===== src/rtl/fft16_pkg.sv =====
// Shared constants and types for the
// 16-point radix-4 FFT front end.
package fft16_pkg;

   localparam int DATA_W   = 32;
   localparam int N_POINTS = 16;
   localparam int RADIX    = 4;
   localparam int GROUPS   = 4;
   localparam int CNT_W    = $clog2(N_POINTS);
   localparam int GRP_W    = $clog2(GROUPS);

   typedef enum logic {
      LOAD,
      ISSUE
   } state_t;

   typedef struct packed {
      logic [DATA_W-1:0] re;
      logic [DATA_W-1:0] im;
   } cplx_t;

endpackage


===== src/rtl/fft16_sample_buf.sv =====
// 16-entry complex sample store, one write port
// and four stride-4 read ports (k, k+4, k+8, k+12).
module fft16_sample_buf
   import fft16_pkg::*;
(
   input  logic                   clk,
   input  logic                   we,
   input  logic [CNT_W-1:0]       waddr,
   input  cplx_t                  wdata,
   input  logic [GRP_W-1:0]       k,
   output cplx_t [RADIX-1:0]      rd
);

   cplx_t mem [N_POINTS];

   always_ff @(posedge clk) begin
      if (we) begin
         mem[waddr] <= wdata;
      end
   end

   for (genvar g = 0; g < RADIX; g++) begin : g_rd
      assign rd[g] = mem[{2'(g), k}];
   end

endmodule


===== src/rtl/fft16_input_loader.sv =====
// Buffers a natural-order 16-sample frame and issues
// the four radix-4 DIF input groups with twiddle index.
module fft16_input_loader
   import fft16_pkg::*;
(
   input  logic              clk,
   input  logic              rst_n,
   input  logic              in_valid,
   output logic              in_ready,
   input  logic [DATA_W-1:0] in_real,
   input  logic [DATA_W-1:0] in_im,
   input  logic              in_last,
   output logic              out_valid,
   input  logic              out_ready,
   output logic [1:0]        out_idx,
   output logic [DATA_W-1:0] out_0_real,
   output logic [DATA_W-1:0] out_0_im,
   output logic [DATA_W-1:0] out_1_real,
   output logic [DATA_W-1:0] out_1_im,
   output logic [DATA_W-1:0] out_2_real,
   output logic [DATA_W-1:0] out_2_im,
   output logic [DATA_W-1:0] out_3_real,
   output logic [DATA_W-1:0] out_3_im,
   output logic              out_last,
   output logic              frame_err
);

   state_t            state;
   state_t            state_nx;
   logic [CNT_W-1:0]  wr_cnt;
   logic [GRP_W-1:0]  grp;
   logic [GRP_W-1:0]  rd_k;
   cplx_t             wdata;
   cplx_t [RADIX-1:0] rd;
   cplx_t [RADIX-1:0] ob;
   logic              acc;
   logic              fire;
   logic              cnt_end;
   logic              grp_end;

   assign in_ready = (state == LOAD);
   assign acc      = in_valid & in_ready;
   assign fire     = out_valid & out_ready;
   assign cnt_end  = (wr_cnt == CNT_W'(N_POINTS - 1));
   assign grp_end  = (grp == GRP_W'(GROUPS - 1));
   assign wdata    = '{re: in_real, im: in_im};

   // Read port points at the group about to be loaded.
   assign rd_k = (state == ISSUE) ? grp + 1'b1 : '0;

   fft16_sample_buf u_buf (
      .clk   (clk),
      .we    (acc),
      .waddr (wr_cnt),
      .wdata (wdata),
      .k     (rd_k),
      .rd    (rd)
   );

   always_comb begin
      state_nx = state;
      unique case (state)
         LOAD:    if (acc && cnt_end)  state_nx = ISSUE;
         ISSUE:   if (fire && grp_end) state_nx = LOAD;
         default: state_nx = LOAD;
      endcase
   end

   always_ff @(posedge clk or negedge rst_n) begin
      if (!rst_n) begin
         state     <= LOAD;
         wr_cnt    <= '0;
         grp       <= '0;
         out_valid <= 1'b0;
         ob        <= '0;
         frame_err <= 1'b0;
      end else begin
         state     <= state_nx;
         frame_err <= acc & (in_last ^ cnt_end);
         if (acc) begin
            wr_cnt <= wr_cnt + 1'b1;
         end
         if (acc && cnt_end) begin
            grp       <= '0;
            out_valid <= 1'b1;
            ob        <= rd;
         end else if (fire) begin
            if (grp_end) begin
               out_valid <= 1'b0;
            end else begin
               grp <= grp + 1'b1;
               ob  <= rd;
            end
         end
      end
   end

   assign out_idx    = grp;
   assign out_last   = grp_end & out_valid;
   assign out_0_real = ob[0].re;
   assign out_0_im   = ob[0].im;
   assign out_1_real = ob[1].re;
   assign out_1_im   = ob[1].im;
   assign out_2_real = ob[2].re;
   assign out_2_im   = ob[2].im;
   assign out_3_real = ob[3].re;
   assign out_3_im   = ob[3].im;

endmodule


===== config.mk =====
export PLATFORM = sky130hd
export DESIGN_NAME = fft16_input_loader
export DESIGN_NICKNAME = d
export VERILOG_FILES = /design/src/rtl/fft16_pkg.sv /design/src/rtl/fft16_sample_buf.sv /design/src/rtl/fft16_input_loader.sv
export SDC_FILE = /design/constraint.sdc
export NUM_CORES = 1
export LEC_CHECK = 0
export ABC_CLOCK_PERIOD_IN_PS = 6600
export CORE_AREA = 2 2 329 331
export CTS_CLUSTER_SIZE = 14
export DETAILED_ROUTE_END_ITERATION = 12
export DIE_AREA = 0 0 331 333
export GPL_TIMING_DRIVEN = 0
export PLACE_DENSITY = 0.63
export SYNTH_ARGS = -nofsm -noshare
export SYNTH_HDL_FRONTEND = slang
export SYNTH_HIERARCHICAL = 1
export SYNTH_SLANG_ARGS = --single-unit

===== constraint.sdc =====
create_clock -name clk -period 6.6 [get_ports clk]
set_input_delay 1.32 -clock clk [delete_from_list [all_inputs] [get_ports clk]]
set_output_delay 1.32 -clock clk [all_outputs]
set_load 0.01 [all_outputs]

==> run metrics, run 1 <==
outcome=finished, final reports clean; CTS H-tree lvls=4; hpwl dp=68,960 um; post-route DRC violation count=0; Worst Path Max Fanout=16; area taken by flip-flops and latches=37,380 um2; Initial DRC Count=1,804; DR vias=21,421; worst-margin pin slew=1.301 ns; crit end category=flop; die height=about 330 um; Final Hold Vio Count=0; Antenna Nets Post-Route=0; worst skew pair latency=0.74 ns; Ys Warns=6; met2 usage=31.80%; met3 usage=3.668%; Static Leak=between 15 and 20 nW; clk buf depth=3; share of cells above drive strength 1=33.63%; Final Hold Slack=0.5045 ns; hold depth=1; post-synthesis sequential area ratio=78.48%; met1 Use GR=27.19%; Post-Synthesis Cell Area=47,630 um2; Arr. time, crit path=between 3 and 4 ns; row cnt=120; Pwr Density=445.5 nW/um2; HP Class=flop to flop; Worst setup SP type=primary input; GR peak layer=met2; gpl congestion=0.7319; Final setup violation count=0; r2r worst-path depth=6; Critical Path End=u_buf/mem[4][30]; slew margin rel.=around an eighth; grt total ovfl=0; Area growth syn-to-layout=22.31%; Worst IR Drop VDD=308.4 uV; Pre-Repair DR Iteration Count=5; core box area=roughly 110,000 um2; die area=110,200 um2; Post-Syn Instances=1,939; flop-to-flop setup slack=roughly 3.3 ns; Syn Nets=~2,000; Nets=2,520; CTS Sinks=1,289; Clock Pin Slew Worst Setup and Hold Paths=0.06 ns; worst r2r src=out_idx[0]; total wire length=105,400 um; maximum clock rate=291.4 MHz; first-pass GRT wire length=155,100 um; I/O pins=331; antenna violations before repair=2; RSZ-0062 raised after global routing=no; clk_skew=0.02679 ns; start point of the critical path=in_valid; setup repair bufs after CTS=0; Fillers=roughly 8,000; CTS tree=built; r2r endpoint=out_2_im[25]; vias in the first global route=22,900; CTS buffer count=133; via/cell ratio=about 5.4; Max Cap Viol=0; # port buffers=330; number of synthesized register bits=roughly 1,300; Finished Core Util=54.65%; CP required=7.03 ns; fin crit period=3.431 ns; CP Class=primary input to flop; multi-input combinational cell area=about 9200 um2; All-Layer GR Usage=19.48%; largest net degree at the start of global routing=95; Distinct cells, synth=31; die width=331 um; Clock Tree Root=clkbuf_16; average cell area after synthesis=roughly 25 um2; Initial Util=between 40% and 50%; cts hold-fix bufs=0; routed len/inst=26.57 um; Post-CTS Resized=0; Max Slew Vio Count=0; Final Cycle Share=51.99%
[registers in the layout (all words and copies together) (netlist names)]
signal      count
frame_err       1
out_0_im       32
out_0_real     32
out_1_im       32
out_1_real     32
out_2_im       32
out_2_real     32
out_3_im       32
out_3_real     32
out_idx         2
out_valid       1
state           1
u_buf/mem    1024
wr_cnt          4
[cells by family (layout without fill, tap and decap cells)]
group	count (synthesis)	count (layout)	synth area share [%]
multiplexers	513	513	18.33
AND/OR/NAND/NOR	40	40	0.4229
other	0	3	0
buffers and inverters	87	708	2.556
adder cells (fa/ha/maj)	2	2	0.05253
XOR/XNOR	5	5	0.09195
AO/OA/AOI/OAI	3	3	0.06567
flip-flops	1289	1289	78.48
[placed cells by master, fill, tap and decap left out, types with 16 or more instances in the layout]
master and n:
buf_12 72, mux4_2 256, clkbuf_1 29, clkbuf_8 18
mux2_2 235, dfrtp_1 265, clkdlybuf4s50_1 329, clkinv_2 21
mux2_4 20, buf_2 25, clkbuf_16 135, clkinv_1 17
buf_16 16, edfxtp_1 1024
[power by group]
group          switching (mW)  internal (mW)  total, mW
clock network            3.11           4.37       7.48
logic                    3.32           4.27       7.58
registers               0.776           10.1       10.9
total                    7.20           18.8       26.0
[critical path, cell delays in order]
cell             delay (ns)
clkdlybuf4s50_1        0.51
nand2b_4               0.13
inv_1                  0.20
nand3b_1               0.35
nor3_4                 0.81
buf_8                  0.29
buf_8                  0.21
[layout make-up]
class                      instances  share of cell area [%]
antenna                            3                 0.01289
buffer                            85                   2.079
clock buffer                     181                   6.404
clock inverter                    65                   1.190
inverter                           2                 0.01289
multi-input combinational        563                   15.74
sequential                      1289                   64.16
tap                             1403                   3.013
timing repair buffer             375                   7.388
[worst min-delay path by stage]
stage,end,slack (ns),startpoint
floorplan,state,0.49,state
global placement,out_3_real[22],0.49,out_3_real[22]
detailed placement,out_1_im[17],0.49,out_1_im[17]
CTS,out_1_im[17],0.51,out_1_im[17]
global route,out_3_real[22],0.52,out_3_real[22]
finish,out_1_im[12],0.50,out_1_im[12]
[synthesized netlist by cell type, drive strengths merged]
cell / n / area share [%]
nor2: 17 / 0.13
xnor2: 3 / 0.055
nand4: 1 / 0.013
a21o: 2 / 0.032
nand2: 7 / 0.055
nand3: 2 / 0.032
xor2: 2 / 0.037
nand3b: 3 / 0.047
ha: 2 / 0.053
mux2i: 1 / 0.021
or3b: 1 / 0.018
nor3: 4 / 0.042
edfxtp: 1024 / 65
buf: 83 / 2.5
o21ai: 1 / 0.034
mux2: 256 / 6.2
mux4: 256 / 12
nand2b: 3 / 0.055
clkbuf: 2 / 0.016
and2: 2 / 0.026
inv: 2 / 0.016
dfrtp: 265 / 14
[routing by layer]
metal	vias up	part of all wire, %
met1	11669	43
met3	131	5.2
li1	9057	-
met2	564	50
met4	0	1.8
met5	-	0
[per-stage QoR]
step	worst slack [ns]	power [mW]	cell area, um2	TNS, ns	instances
after CTS	3.147	26.33	58250	0	3963
after detailed placement	2.435	18.80	53830	0	3717
after global routing	3.107	27.08	58250	0	3963
after global placement	-9.897	18.55	52710	-4417.67	3672
after floorplan	1.381	15.18	47650	0	1939
final	3.169	25.96	58260	0	3966
Power figures use the tool's default switching activity.
==> run 2: changes to the inputs <==
ABC_CLOCK_PERIOD_IN_PS = 3300   (was 6600)
clock period = 3.3 ns   (was 6.6 ns; I/O delays follow)
==> run 2 against run 1 <==
Against the previous run: flip-flop and latch count did not move; first-iteration DRC count fell by 4.3%; clock power rose by 100%; critical path depth fell by 2; non-clock buffer count rose by 15; cell area rose by 0.88%; register-to-register slack got worse by 2.8 ns; sequential share of layout area fell by 0.56 points; critical path type is now flop to flop; largest cell class unchanged; largest power group unchanged.
==> run metrics, run 2 (synthesized netlist as in run 1, its figures left out) <==
row cnt=120; hpwl dp=70,490 um; M1 WL=46,000 um; CTS H-tree lvls=4; maximum clock rate=between 300 and 400 MHz; slew margin rel.=31.89%; CTS tree=built; Worst Path Max Fanout=22; # port buffers=330; die height=333 um; worst skew pair latency=around 0.74 ns; largest net degree at the start of global routing=84; die width=331 um; routed length on met3=6468 um; Static Leak=19.63 nW; Power, Total=52.43 mW; CTS buffer count=133; share of cells above drive strength 1=33.98%; CTS Sinks=1,289; Clock Tree Root=clkbuf_16; first-pass GRT wire length=approximately 160,000 um; Pre-Repair DR Iteration Count=4; Post-Place Cells=3,731; Initial Util=44.68%; die area=between 100,000 and 150,000 um2; most common cell after layout, fill and taps aside=edfxtp_1; total wire length=approximately 110,000 um; CP Class=flop to flop; worst-margin pin slew=1.019 ns; max FFs per register=1,024; outcome=finished, final reports clean; core box area=approximately 110,000 um2; via/cell ratio=5.447; top sig layer=met5; grt total ovfl=0; fin crit period=2.805 ns; All-Layer GR Usage=19.90%; setup repair bufs after CTS=0; diodes inserted=0; Initial DRC Count=1,727; routed len/inst=27.08 um; CP required=roughly 3.7 ns; I/O pins=331; Nets=2,535; WL met2=between 50,000 and 60,000 um; CP max stage cell=nor2_4; clk buf depth=3; clk_skew=0.02316 ns; worst-path cell chain=nand2b_4 -> inv_2 -> nand3b_1 -> nor2_4 -> buf_12; crit end category=flop; most frequent cells in the layout=edfxtp_1, clkdlybuf4s50_1, dfrtp_1; Antenna Nets Post-Route=0; Max Slew Vio Count=0; Max Cap Viol=0; gpl congestion=0.7358; HP Class=primary input to asynchronous set/reset pin; Final Cycle Share=85.00%; Final Hold Vio Count=0; Arr. time, crit path=3.22 ns; Worst IR Drop VDD=466.3 uV; vias in the first global route=22,874; post-route DRC violation count=0; Worst setup SP type=flop; RSZ-0062 raised after global routing=no; Final TNS setup=0 ns; Pwr Density=approximately 890 nW/um2; antenna violations before repair=4; Area growth syn-to-layout=23.39%; CP max stage delay=0.91 ns; Biggest register=u_buf/mem; Final setup violation count=0; non-filler cells, final=3,978; DR vias=21,667; Clock Pin Slew Worst Setup and Hold Paths=0.06 ns
==> run 2: timing repair <==
action / 4_1_cts / 5_1_grt
hold buffers: 1 / 0
endpoints found under the hold margin: 53 / 0
endpoints found under the setup margin: 50 / 0
gates resized for setup: 2 / 0
==> run 2: final cells by class <==
| cell class | instances | area, um2 |
|---|---|---|
| Buffer | 85 | 1212 |
| Clock buffer | 190 | 3859 |
| Clock inverter | 56 | 713.2 |
| Fill cell | 7976 | 47830 |
| Inverter | 2 | 7.507 |
| Multi-Input combinational cell | 563 | 9173 |
| Sequential cell | 1289 | 37380 |
| Tap cell | 1403 | 1755 |
| Timing Repair Buffer | 390 | 4673 |
==> run 2: worst paths after layout <==
path / start / endpoint / slack, ns / depth (start not counted)
worst min register to register: out_0_real[28] / out_0_real[28] / 0.49 / 1
worst min-delay path: rst_n / out_3_real[26] / 0.49 / 2
min in group clk: out_0_real[28] / out_0_real[28] / 0.49 / 1
max in group asynchronous: rst_n / out_0_im[29] / 1.66 / 4
worst max-delay path: state / u_buf/mem[6][43] / 0.50 / 5
worst max register to register: state / u_buf/mem[6][43] / 0.50 / 5
==> run 2: worst max-delay path: cells and delay by family (launching register included) <==
kind,cells,cell delay [ns]
AND/OR/NAND/NOR,3,1.50
flip-flops,1,0.52
buffers and inverters,2,0.41
==> run 2: report_power, final <==
| part | internal, mW | switching (mW) |
|---|---|---|
| Combinational | 8.61 | 6.65 |
| Clock | 9.27 | 6.07 |
| Sequential | 20.2 | 1.60 |
==> run 2: per-layer routing <==
| layer | vias up | global-route usage, % |
|---|---|---|
| met5 | - | 0 |
| met4 | 6 | 5.683 |
| met3 | 134 | 4.235 |
| met2 | 664 | 31.86 |
| met1 | 11792 | 27.72 |
| li1 | 9071 | - |
==> run 2: metrics by stage <==
| stage | hold slack, ns | setup slack (ns) | util, % | area (um2) |
|---|---|---|---|---|
| after floorplan | 0.3644 | -0.8869 | - | 47680 |
| after global placement | 0.4776 | -12.32 | 49.47 | 52740 |
| after detailed placement | 0.4891 | -0.04820 | 50.83 | 54190 |
| after CTS | 0.4667 | 0.4661 | 55.13 | 58770 |
| after global routing | 0.5071 | 0.3829 | 55.13 | 58770 |
| final | 0.4877 | 0.4951 | 55.13 | 58770 |
